`src/rtl/nibble_serial_adder_pkg.sv`:
```
// Shared constants and FSM state type for the nibble-serial adder.
// The cnt_width helper sizes the nibble counter for any legal slice count.
package nibble_serial_adder_pkg;

  localparam int NIBBLE = 4;

  typedef enum logic [1:0] {
    ST_IDLE = 2'd0,
    ST_ADD  = 2'd1,
    ST_DONE = 2'd2
  } state_t;

  function automatic int cnt_width(input int n);
    return (n > 1) ? $clog2(n) : 1;
  endfunction

endpackage

```
`src/rtl/nibble_serial_adder_rca4.sv`:
```
// Four-bit ripple carry adder used as the single shared nibble datapath.
module rca4
  import nibble_serial_adder_pkg::*;
(
  input  logic [NIBBLE-1:0] i_a,
  input  logic [NIBBLE-1:0] i_b,
  input  logic              i_ci,
  output logic [NIBBLE-1:0] o_s,
  output logic              o_co
);

  logic [NIBBLE:0] w_c;

  assign w_c[0] = i_ci;

  genvar gi;
  for (gi = 0; gi < NIBBLE; gi++) begin : g_fa
    assign o_s[gi]    = i_a[gi] ^ i_b[gi] ^ w_c[gi];
    assign w_c[gi+1]  = (i_a[gi] & i_b[gi]) | (w_c[gi] & (i_a[gi] ^ i_b[gi]));
  end

  assign o_co = w_c[NIBBLE];

endmodule

```
`src/rtl/nibble_serial_adder.sv`:
```
// Multi-cycle wide adder: one nibble per clock through a shared rca4, LSB first,
// with a start/done handshake and results held until the next operation completes.
module nibble_serial_adder
  import nibble_serial_adder_pkg::*;
#(
  parameter int N_NIBBLES = 4
) (
  input  logic                        clk,
  input  logic                        reset_n,
  input  logic                        start,
  input  logic [NIBBLE*N_NIBBLES-1:0] a,
  input  logic [NIBBLE*N_NIBBLES-1:0] b,
  input  logic                        ci,
  output logic                        busy,
  output logic                        done,
  output logic [NIBBLE*N_NIBBLES-1:0] s,
  output logic                        co,
  output logic                        ovf
);

  localparam int W     = NIBBLE * N_NIBBLES;
  localparam int CNT_W = cnt_width(N_NIBBLES);
  localparam logic [CNT_W-1:0] CNT_LAST = CNT_W'(N_NIBBLES - 1);

  state_t           r_state;
  logic [W-1:0]     r_a_sh;
  logic [W-1:0]     r_b_sh;
  logic [W-1:0]     r_s_sh;
  logic             r_c;
  logic [CNT_W-1:0] r_cnt;
  logic             r_a_msb;
  logic             r_b_msb;
  logic             r_busy;
  logic             r_done;
  logic [W-1:0]     r_s;
  logic             r_co;
  logic             r_ovf;

  logic [NIBBLE-1:0] w_nib;
  logic              w_nib_co;
  logic [W-1:0]      w_s_next;

  rca4 u_rca4 (
    .i_a  (r_a_sh[NIBBLE-1:0]),
    .i_b  (r_b_sh[NIBBLE-1:0]),
    .i_ci (r_c),
    .o_s  (w_nib),
    .o_co (w_nib_co)
  );

  // New nibble enters at the top so that after N_NIBBLES shifts nibble 0 sits at the bottom.
  if (N_NIBBLES == 1) begin : g_s_single
    assign w_s_next = w_nib;
  end else begin : g_s_multi
    assign w_s_next = {w_nib, r_s_sh[W-1:NIBBLE]};
  end

  always_ff @(posedge clk or negedge reset_n) begin
    if (!reset_n) begin
      r_state <= ST_IDLE;
      r_a_sh  <= '0;
      r_b_sh  <= '0;
      r_s_sh  <= '0;
      r_c     <= 1'b0;
      r_cnt   <= '0;
      r_a_msb <= 1'b0;
      r_b_msb <= 1'b0;
      r_busy  <= 1'b0;
      r_done  <= 1'b0;
      r_s     <= '0;
      r_co    <= 1'b0;
      r_ovf   <= 1'b0;
    end else begin
      r_done <= 1'b0;
      case (r_state)
        ST_IDLE: begin
          // busy covers the done cycle, which the FSM spends back in IDLE.
          if (start) begin
            r_a_sh  <= a;
            r_b_sh  <= b;
            r_c     <= ci;
            r_cnt   <= '0;
            r_a_msb <= a[W-1];
            r_b_msb <= b[W-1];
            r_busy  <= 1'b1;
            r_state <= ST_ADD;
          end else begin
            r_busy  <= 1'b0;
          end
        end
        ST_ADD: begin
          r_a_sh <= r_a_sh >> NIBBLE;
          r_b_sh <= r_b_sh >> NIBBLE;
          r_s_sh <= w_s_next;
          r_c    <= w_nib_co;
          r_cnt  <= r_cnt + CNT_W'(1);
          if (r_cnt == CNT_LAST) begin
            r_state <= ST_DONE;
          end
        end
        ST_DONE: begin
          r_s     <= r_s_sh;
          r_co    <= r_c;
          r_ovf   <= (r_a_msb == r_b_msb) && (r_s_sh[W-1] != r_a_msb);
          r_done  <= 1'b1;
          r_state <= ST_IDLE;
        end
        default: begin
          r_state <= ST_IDLE;
        end
      endcase
    end
  end

  assign busy = r_busy;
  assign done = r_done;
  assign s    = r_s;
  assign co   = r_co;
  assign ovf  = r_ovf;

endmodule

```
`config.mk`:
```
export PLATFORM = sky130hd
export DESIGN_NAME = nibble_serial_adder
export DESIGN_NICKNAME = d
export VERILOG_FILES = /design/src/rtl/nibble_serial_adder_pkg.sv /design/src/rtl/nibble_serial_adder_rca4.sv /design/src/rtl/nibble_serial_adder.sv
export SDC_FILE = /design/constraint.sdc
export NUM_CORES = 1
export LEC_CHECK = 0
export CAP_MARGIN = 20
export CORE_MARGIN = 2
export CORE_UTILIZATION = 45
export CTS_CLUSTER_DIAMETER = 50
export CTS_CLUSTER_SIZE = 10
export DETAILED_ROUTE_END_ITERATION = 7
export GPL_TIMING_DRIVEN = 0
export PLACE_DENSITY = 0.72
export SLEW_MARGIN = 20
export SYNTH_ARGS = -nofsm -noshare
export SYNTH_HDL_FRONTEND = slang
export SYNTH_HIERARCHICAL = 1
export SYNTH_SLANG_ARGS = --single-unit
```
`constraint.sdc`:
```
create_clock -name clk -period 2.03 [get_ports clk]
set_input_delay 0.203 -clock clk [delete_from_list [all_inputs] [get_ports clk]]
set_output_delay 0.203 -clock clk [all_outputs]
set_load 0.05 [all_outputs]
```
# Word level (Yosys, flattened, before mapping)
# Index checks and enable logic that the tools add are counted.
# word_totals
regBits	75
input_bits	36
# classes
add_sub_neg	1
n_eq_ne	7
n_mux	13
n_bitwise	20
n_reduce_logical	6
# ops
cell	n
one-hot mux 16 bit (2 select lines)	2
two-way mux 16 bit	2
bitwise AND 1 bit	8
one-hot mux 2 bit (2 select lines)	2
XOR 1 bit	8
two-way mux 2 bit	3
AND reduction 2 bit	3
equality test 2 bit, second input constant	2
inequality test 2 bit, second input constant	2
OR 1 bit	4
two-way mux 1 bit	3
adder 2 x 1 -> 2 bit, second input constant	1
equality test 2 x 1 -> 1 bit, second input constant	1
logical NOT 2 bit	1
one-hot mux 1 bit (2 select lines)	1
nonzero test 2 bit	1
equality test 1 bit	1
logical AND 1 bit	1
inequality test 1 bit	1

# Longest topological paths before layout
# Gate-level depths: netlist of run 1.
# logic_depth
word_depth	10
mapped_depth	10
ltp_nobuf	10

# Cells and area by module
# Netlist of run 1, hierarchy kept.
# by_module_without_submodules
mod	n_inst	cells_per_inst	area_per_inst_um2	seq_area_each_um2
nibble_serial_adder	1	285	3290.7	1876.8
rca4	1	14	117.6	0.0

# Worst setup path after synthesis of run 1
# No wires, ideal clock.
# synth_timing
kind	flip-flop to flip-flop
start	reg r_a_sh[0]
end	reg r_s_sh[15]
setup_time_ps	64
arrival_ps	2022
path_slack_ps	-56
stages_incl_launch_ff	10
path_buffers	0
path_cell_list	dfrtp_1 fa_1 inv_1 fa_1 inv_1 fa_1 inv_1 fa_1 inv_1 mux2_2
# synth_between
elab_chain_cells	8
word_cells_on_any_way	9
# synth_lines
element	line_no	source
start: declaration	nibble_serial_adder.sv:26	logic [W-1:0] r_a_sh;
start signal: assignment	nibble_serial_adder.sv:92	r_a_sh <= r_a_sh >> NIBBLE;
XOR 1 bit	nibble_serial_adder_rca4.sv:19	assign w_c[gi+1] = (i_a[gi] & i_b[gi]) | (w_c[gi] & (i_a[gi] ^ i_b[gi]));
bitwise AND 1 bit	nibble_serial_adder_rca4.sv:19	
OR 1 bit *	nibble_serial_adder_rca4.sv:19	
bitwise AND 1 bit *	nibble_serial_adder_rca4.sv:19	
OR 1 bit *	nibble_serial_adder_rca4.sv:19	
bitwise AND 1 bit *	nibble_serial_adder_rca4.sv:19	
OR 1 bit *	nibble_serial_adder_rca4.sv:19	
XOR 1 bit *	nibble_serial_adder_rca4.sv:18	assign o_s[gi] = i_a[gi] ^ i_b[gi] ^ w_c[gi];
via w_nib[3]	nibble_serial_adder.sv:39	logic [NIBBLE-1:0] w_nib;
end signal: assignment	nibble_serial_adder.sv:94	r_s_sh <= w_s_next;
end: declaration	nibble_serial_adder.sv:28	logic [W-1:0] r_s_sh;
# The timed path passes the listed nets; every way through them passes the cells marked *.
# A chain may end at the register's enable or synchronous reset.

# Worst setup path in the final report of run 1
# layout_timing
start	reg r_b_sh[0]
end	reg r_s_sh[15]
# layout_between
elab_chain_cells	8
word_cells_on_any_way	9
# layout_lines
element	line_no	source
start: declaration	nibble_serial_adder.sv:27	logic [W-1:0] r_b_sh;
start signal: assignment	nibble_serial_adder.sv:93	r_b_sh <= r_b_sh >> NIBBLE;
XOR 1 bit	nibble_serial_adder_rca4.sv:19	
bitwise AND 1 bit	nibble_serial_adder_rca4.sv:19	
OR 1 bit *	nibble_serial_adder_rca4.sv:19	
bitwise AND 1 bit *	nibble_serial_adder_rca4.sv:19	
OR 1 bit *	nibble_serial_adder_rca4.sv:19	
bitwise AND 1 bit *	nibble_serial_adder_rca4.sv:19	
OR 1 bit *	nibble_serial_adder_rca4.sv:19	
XOR 1 bit *	nibble_serial_adder_rca4.sv:18	
via w_nib[3]	nibble_serial_adder.sv:39	
# Marks and branches as above.

==> results.sh, run 1 <==
export IMPL_status="finished, violations left"
export IMPL_violations="setup timing"
export IMPL_syn_mean_instance_area_um2=11.4
export IMPL_syn2layout_area_growth_pct=28.3
export IMPL_finalCritPeriodShare=1.06
export IMPL_grtUsageMet2=0.328
export IMPL_grt_pass1_vias=2606
export IMPL_clk_latency_ps=350
export IMPL_synth_nets=340
export IMPL_gp_congestion=0.842
export IMPL_syn_inst=299
export IMPL_period_needed_ps=2140
export IMPL_sw_frac_of_total=0.384
export IMPL_clk_pin_slew_ps=80
export IMPL_top_usage_layer="met2"
export IMPL_r2r_cells=9
export IMPL_worstMarginPinSlew_ps=574
export IMPL_cp_cell_sequence="fa_2 -> inv_2 -> fa_2 -> inv_2 -> fa_2 -> inv_2 -> fa_1 -> inv_1 -> mux2_4"
export IMPL_yosysTopAreaCellShare=0.551
export IMPL_ys_top_cells_by_area="dfrtp_1, mux2_2, nor2b_1"
export IMPL_crit_arrival_ps=2380
export IMPL_startpoint_type="flip-flop"
export IMPL_max_vdd_ir_drop_mv=0.565
export IMPL_worstSetupPathType="flip-flop to flip-flop"
export IMPL_min_path_type="primary input to async pin"
export IMPL_grt_overflow=0
export IMPL_first_iter_violations=132
export IMPL_dp_cells=454
export IMPL_rsz0062_at_grt="true"
export IMPL_grt_max_degree=58
export IMPL_clkPwrFrac=0.186
export IMPL_crit_slowest_cell="fa_1"
export IMPL_cap_violations=0
export IMPL_pwr_density_cell_nw_per_um2=1600
export IMPL_die_height_um=91.0
export IMPL_io_pins=56
export IMPL_grt_use_total=0.194
export IMPL_async_reset_ff_frac=1.00
export IMPL_setup_slack_ps=-114
export IMPL_skew_ps=7.70
export IMPL_cts_tree="done"
export IMPL_io_buffers=55
export IMPL_dp_hpwl_mm=5.15
export IMPL_slew_headroom=0.618
export IMPL_endpoint_kind="flip-flop"
export IMPL_n_fill_cell=649
export IMPL_utilization=0.600
export IMPL_max_stage_delay_ps=480
export IMPL_synthesis_area_um2=3410
export IMPL_layout_drive_gt1_share=0.198
export IMPL_diodes=0
export IMPL_synth_edf_count=0
export IMPL_initial_core_util=0.467
export IMPL_dp_slack_ps=-193
export IMPL_ys_seq_area_frac=0.551
export IMPL_use_met1=0.240
export IMPL_setup_tns_final_ps=-114
export IMPL_wl_per_cell_um=15.4
export IMPL_firstDrtPassIters=5
export IMPL_fmax_mhz=466
export IMPL_avgViaCountPerCell=5.22
export IMPL_grt_antenna_before_repair=0
export IMPL_cellLeakagePower_nw=1.89
export IMPL_yosys_most_used_dff="dfrtp_1"
export IMPL_synth_seq_cells=75
export IMPL_power_internal_mw=4.30
export IMPL_ant_nets=0
export IMPL_wirelength_mm=7.31
export IMPL_p_comb_frac=0.443
export IMPL_cts_root_buf="clkbuf_8"
export IMPL_die_area_um2=8290
export IMPL_power_frac_seq=0.371
export IMPL_die_x_um=91.0
export IMPL_rows=31
export IMPL_hold_viol=0
export IMPL_fin_worst_hold_slack_ps=270
export IMPL_synth_top_area_cell="dfrtp_1"
export IMPL_final_max_slew_viol_count=0
export IMPL_switchingPower_mw=2.69
export IMPL_clk_path_buf_depth=2
export IMPL_cts_inserted_buffers=9
export IMPL_core_area_um2=7290
export IMPL_vias=2467
export IMPL_ys_warn_count=6
export IMPL_htree_levels=3
export IMPL_stdcell_count=473
export IMPL_ys_types=25
export IMPL_grt_pass1_wl_mm=12.6
export IMPL_nets=410
export IMPL_cp_max_fo=2
export IMPL_cts_num_sinks=75
export IMPL_drc=0
export IMPL_grt_util_met3=0.0373
export IMPL_setup_violations_final=1
export IMPL_critPathRequiredTime_ps=2270
-- stage by stage --
step                      power, mW  cell area (um^2)
after global routing           7.46              4370
after global placement         5.57              4090
after floorplan                4.72              3410
after detailed placement       5.69              4110
final                          6.99              4370
after CTS                      7.05              4370
-- timing repair --
item / CTS / global route
pin swaps: 1 / 0
endpoints found under the hold margin: 18 / 0
resized for setup: 5 / 1
setup endpoints to repair: 2 / 2
setup buffers: 2 / 0
hold buffers: 1 / 0
-- kinds of logic after synthesis --
logic type,synth area share
mux,0.122
flops,0.551
compound gates,0.163
buf+inv,0.0510
fa+ha+maj,0.0272
simple gates,0.0866
-- cell type report --
class | count | area (um^2) | share of cell area
Clock inverter | 4 | 72.6 | 0.0166
Clock buffer | 12 | 155 | 0.0355
Timing Repair Buffer | 59 | 601 | 0.137
Sequential cell | 75 | 1880 | 0.429
Inverter | 12 | 45.0 | 0.0103
Buffer | 22 | 129 | 0.0295
Multi-Input combinational cell | 190 | 1370 | 0.313
Tap cell | 99 | 124 | 0.0283
-- state kept, by name (all words and copies together), names as in the netlist --
register  flops
r_s_sh       16
s            16
r_a_msb       1
busy          1
r_cnt         2
ovf           1
r_b_msb       1
r_b_sh       16
r_a_sh       16
r_state       2
done          1
r_c           1
co            1
-- worst max-delay path, delay by kind of cell (launching register included) --
| family | cells | cell delay, ps |
|---|---|---|
| adder cells (fa/ha/maj) | 4 | 1210 |
| multiplexers | 1 | 250 |
| flip-flops | 1 | 400 |
| buffers and inverters | 4 | 170 |
-- layout by cell type (no fill, tap or decap), types with 2 or more instances in the layout --
cell type	count
a21oi_1	34
a22oi_1	25
and2b_1	3
buf_2	7
buf_4	7
buf_6	3
bufinv_16	2
clkbuf_1	8
clkbuf_8	11
clkdlybuf4s50_1	54
dfrtp_1	75
fa_2	3
inv_1	9
inv_2	3
mux2_2	34
nand2_1	9
nand2b_1	2
nor2_1	3
nor2b_1	32
o21ai_0	6
o21ai_1	30
-- routing by layer --
metal | share of wire | routed length [um] | up-vias
met5 | 0 | 0 | -
met4 | 0.021 | 153 | 0
met3 | 0.046 | 333 | 11
met2 | 0.48 | 3520 | 66
met1 | 0.45 | 3300 | 1213
li1 | - | - | 1177
-- worst paths after layout --
| path | slack (ps) | endpoint | from |
|---|---|---|---|
| setup / recovery | -110 | r_s_sh[15] | r_b_sh[0] |
| hold / removal | 270 | s[4] | reset_n |
| setup reg to reg | -110 | r_s_sh[15] | r_b_sh[0] |
| hold reg to reg | 500 | ovf | ovf |
| max in group asynchronous | 1210 | r_b_sh[5] | reset_n |
| min in group clk | 470 | r_a_sh[13] | a[13] |
-- power groups by stage --
stage / logic (mW) / registers (mW) / clock network [mW]
detailed placement: 3.06 / 2.63 / 0
floorplan: 1.59 / 3.13 / 0
CTS: 3.12 / 2.60 / 1.33
global placement: 2.98 / 2.59 / 0
finish: 3.10 / 2.60 / 1.30
global route: 3.37 / 2.69 / 1.40
-- synthesized netlist by cell type (all sizes together), types with 2 or more instances --
master	n
inv	12
nand2	9
fa	4
a22oi	25
and2b	3
mux2	36
a21oi	34
o21ai	36
nor2b	32
nand2b	2
dfrtp	75
clkbuf	7
buf	15
nor2	3
Power figures use the tool's default switching activity.
==> run 2: changes to the inputs <==
--- a/config.mk
+++ b/config.mk
@@ -13,6 +13,7 @@
 export DETAILED_ROUTE_END_ITERATION = 7
 export GPL_TIMING_DRIVEN = 0
 export PLACE_DENSITY = 0.72
+export REMOVE_ABC_BUFFERS = 1
 export SLEW_MARGIN = 20
 export SYNTH_ARGS = -nofsm -noshare
 export SYNTH_HDL_FRONTEND = slang
==> results.sh, run 2 (same netlist as run 1, synthesis figures left out) <==
export IMPL_fin_area_um2=4310
export IMPL_skew_ps=4.55
export IMPL_reg2reg_from="r_c"
export IMPL_cts_tree="done"
export IMPL_wl_met3_um=288
export IMPL_initial_core_util=0.467
export IMPL_max_vdd_ir_drop_mv=0.687
export IMPL_cts_root_buf="clkbuf_8"
export IMPL_ant_nets=0
export IMPL_stdcell_count=454
export IMPL_setup_slack_ps=-128
export IMPL_grt_max_degree=53
export IMPL_final_cell_mix="dfrtp_1, clkdlybuf4s50_1, mux2_2"
export IMPL_cp_startpoint="r_c"
export IMPL_crit_slowest_cell="dfrtp_1"
export IMPL_wirelength_mm=6.60
export IMPL_worstMarginPinSlew_ps=669
export IMPL_wl_per_cell_um=14.5
export IMPL_worstReg2RegEnd="r_s_sh[15]"
export IMPL_firstDrtPassIters=4
export IMPL_layout_drive_gt1_share=0.197
export IMPL_gp_congestion=0.724
export IMPL_core_area_um2=7290
export IMPL_grt_overflow=0
export IMPL_rrSetupSlack_ps=-130
export IMPL_post_dp_cell_area_um2=4040
export IMPL_syn2layout_area_growth_pct=26.5
export IMPL_topRoutingLayerUsed="met4"
export IMPL_io_pins=56
export IMPL_final_common_cell="dfrtp_1"
export IMPL_cap_violations=0
export IMPL_finalCritPeriodShare=1.06
export IMPL_grt_use_total=0.168
export IMPL_die_height_um=91.0
export IMPL_cp_max_fo=2
export IMPL_nets=391
export IMPL_routedLengthMet1_mm=3.08
export IMPL_startpoint_type="flip-flop"
export IMPL_grt_antenna_before_repair=0
export IMPL_die_area_um2=8290
export IMPL_grt_pass1_wl_mm=11.3
export IMPL_io_buffers=55
export IMPL_period_needed_ps=2160
export IMPL_pwr_density_cell_nw_per_um2=1590
export IMPL_first_iter_violations=149
export IMPL_min_path_type="primary input to async pin"
export IMPL_wl_met2_mm=3.13
export IMPL_endpoint_kind="flip-flop"
export IMPL_clk_latency_ps=350
export IMPL_fmax_mhz=463
export IMPL_cellLeakagePower_nw=1.85
export IMPL_avgViaCountPerCell=5.18
export IMPL_vias=2352
export IMPL_die_x_um=91.0
export IMPL_drc=0
export IMPL_worstSetupPathType="flip-flop to flip-flop"
export IMPL_n_fill_cell=635
export IMPL_dp_cells=434
export IMPL_clk_path_buf_depth=2
export IMPL_power_mw=6.87
export IMPL_crit_path_end="r_s_sh[15]"
export IMPL_cts_num_sinks=75
export IMPL_violations="setup timing"
export IMPL_final_max_slew_viol_count=0
export IMPL_hold_viol=0
export IMPL_rsz0062_at_grt="true"
export IMPL_crit_arrival_ps=2450
export IMPL_grt_pass1_vias=2305
export IMPL_r2r_cells=9
export IMPL_htree_levels=3
export IMPL_rows=31
export IMPL_clk_pin_slew_ps=80
export IMPL_max_stage_delay_ps=420
export IMPL_slew_headroom=0.554
export IMPL_utilization=0.591
export IMPL_cp_cell_sequence="fa_2 -> inv_2 -> fa_2 -> inv_2 -> fa_2 -> inv_2 -> fa_1 -> inv_1 -> mux2_2"
export IMPL_status="finished, violations left"
export IMPL_setup_violations_final=2
export IMPL_dp_hpwl_mm=4.16
export IMPL_setup_tns_final_ps=-154
export IMPL_cts_inserted_buffers=9
export IMPL_diodes=0
export IMPL_critPathRequiredTime_ps=2320
## run 2: cell types whose count changed in the layout (fill, tap and decap cells not counted), moves of 2 or more
cell      before  now
buf_4          7    4
dfrtp_4        0    2
nor2b_4        0    2
dfrtp_1       75   73
clkbuf_1       8    0
nor2b_1       32   30
buf_2          7    1
buf_6          3    0
## run 2: worst min path at each step
stage / startpoint / end / slack (ps) / cells past startpoint
2_1_floorplan: reset_n / busy / -90 / 0
3_3_place_gp: ovf / ovf / 480 / 2
3_5_place_dp: reset_n / s[2] / 130 / 1
4_1_cts: reset_n / s[2] / 290 / 2
5_1_grt: reset_n / s[2] / 300 / 2
6_report: reset_n / s[2] / 290 / 2
## run 2: stage by stage
step                      setup WS (ps)  hold WS, ps
final                              -128          291
after global routing               -208          297
after CTS                          -137          294
after detailed placement           -209          127
after global placement            -2400          476
after floorplan                   -1120        -92.6
## run 2: worst max-delay path, delay by kind of cell, from the launching register on
| kind | cells | cell delay (ps) |
|---|---|---|
| mux | 1 | 130 |
| flops | 1 | 420 |
| fa+ha+maj | 4 | 1320 |
| buf+inv | 4 | 220 |
## run 2: repair_timing
action | CTS | global route
hold buffers | 1 | 0
pin swaps | 3 | 0
resized for setup | 8 | 1
endpoints found under the hold margin | 23 | 0
setup endpoints to repair | 27 | 3
setup buffers | 3 | 0
## run 2: where the power goes
group	internal [mW]	switching [mW]	total, mW
combinational	1.35	1.47	2.83
sequential	2.16	0.603	2.76
clock	0.725	0.554	1.28
total	4.24	2.63	6.87
## run 2: per-layer routing
layer  global-route usage  vias up
li1                     -     1135
met1                0.225     1153
met2                0.264       53
met3               0.0465       11
met4               0.0606        0
met5                    0        -
## run 2: cell type report
class | count | area [um^2] | area share
clock buffers | 10 | 138 | 0.0319
flip-flops and latches | 75 | 1880 | 0.437
repair buffers | 62 | 651 | 0.151
inverters | 12 | 45.0 | 0.0104
clock inverters | 6 | 88.8 | 0.0206
well taps | 99 | 124 | 0.0287
multi-input cells | 190 | 1380 | 0.321
==> run 3: changes to the inputs <==
--- a/config.mk
+++ b/config.mk
@@ -8,7 +8,7 @@
 export CAP_MARGIN = 20
 export CORE_MARGIN = 2
 export CORE_UTILIZATION = 45
-export CTS_CLUSTER_DIAMETER = 50
+export CTS_CLUSTER_DIAMETER = 40
 export CTS_CLUSTER_SIZE = 10
 export DETAILED_ROUTE_END_ITERATION = 7
 export GPL_TIMING_DRIVEN = 0
==> results of run 3 <==
Final layout, timing and power as in run 2 (identical DEF).
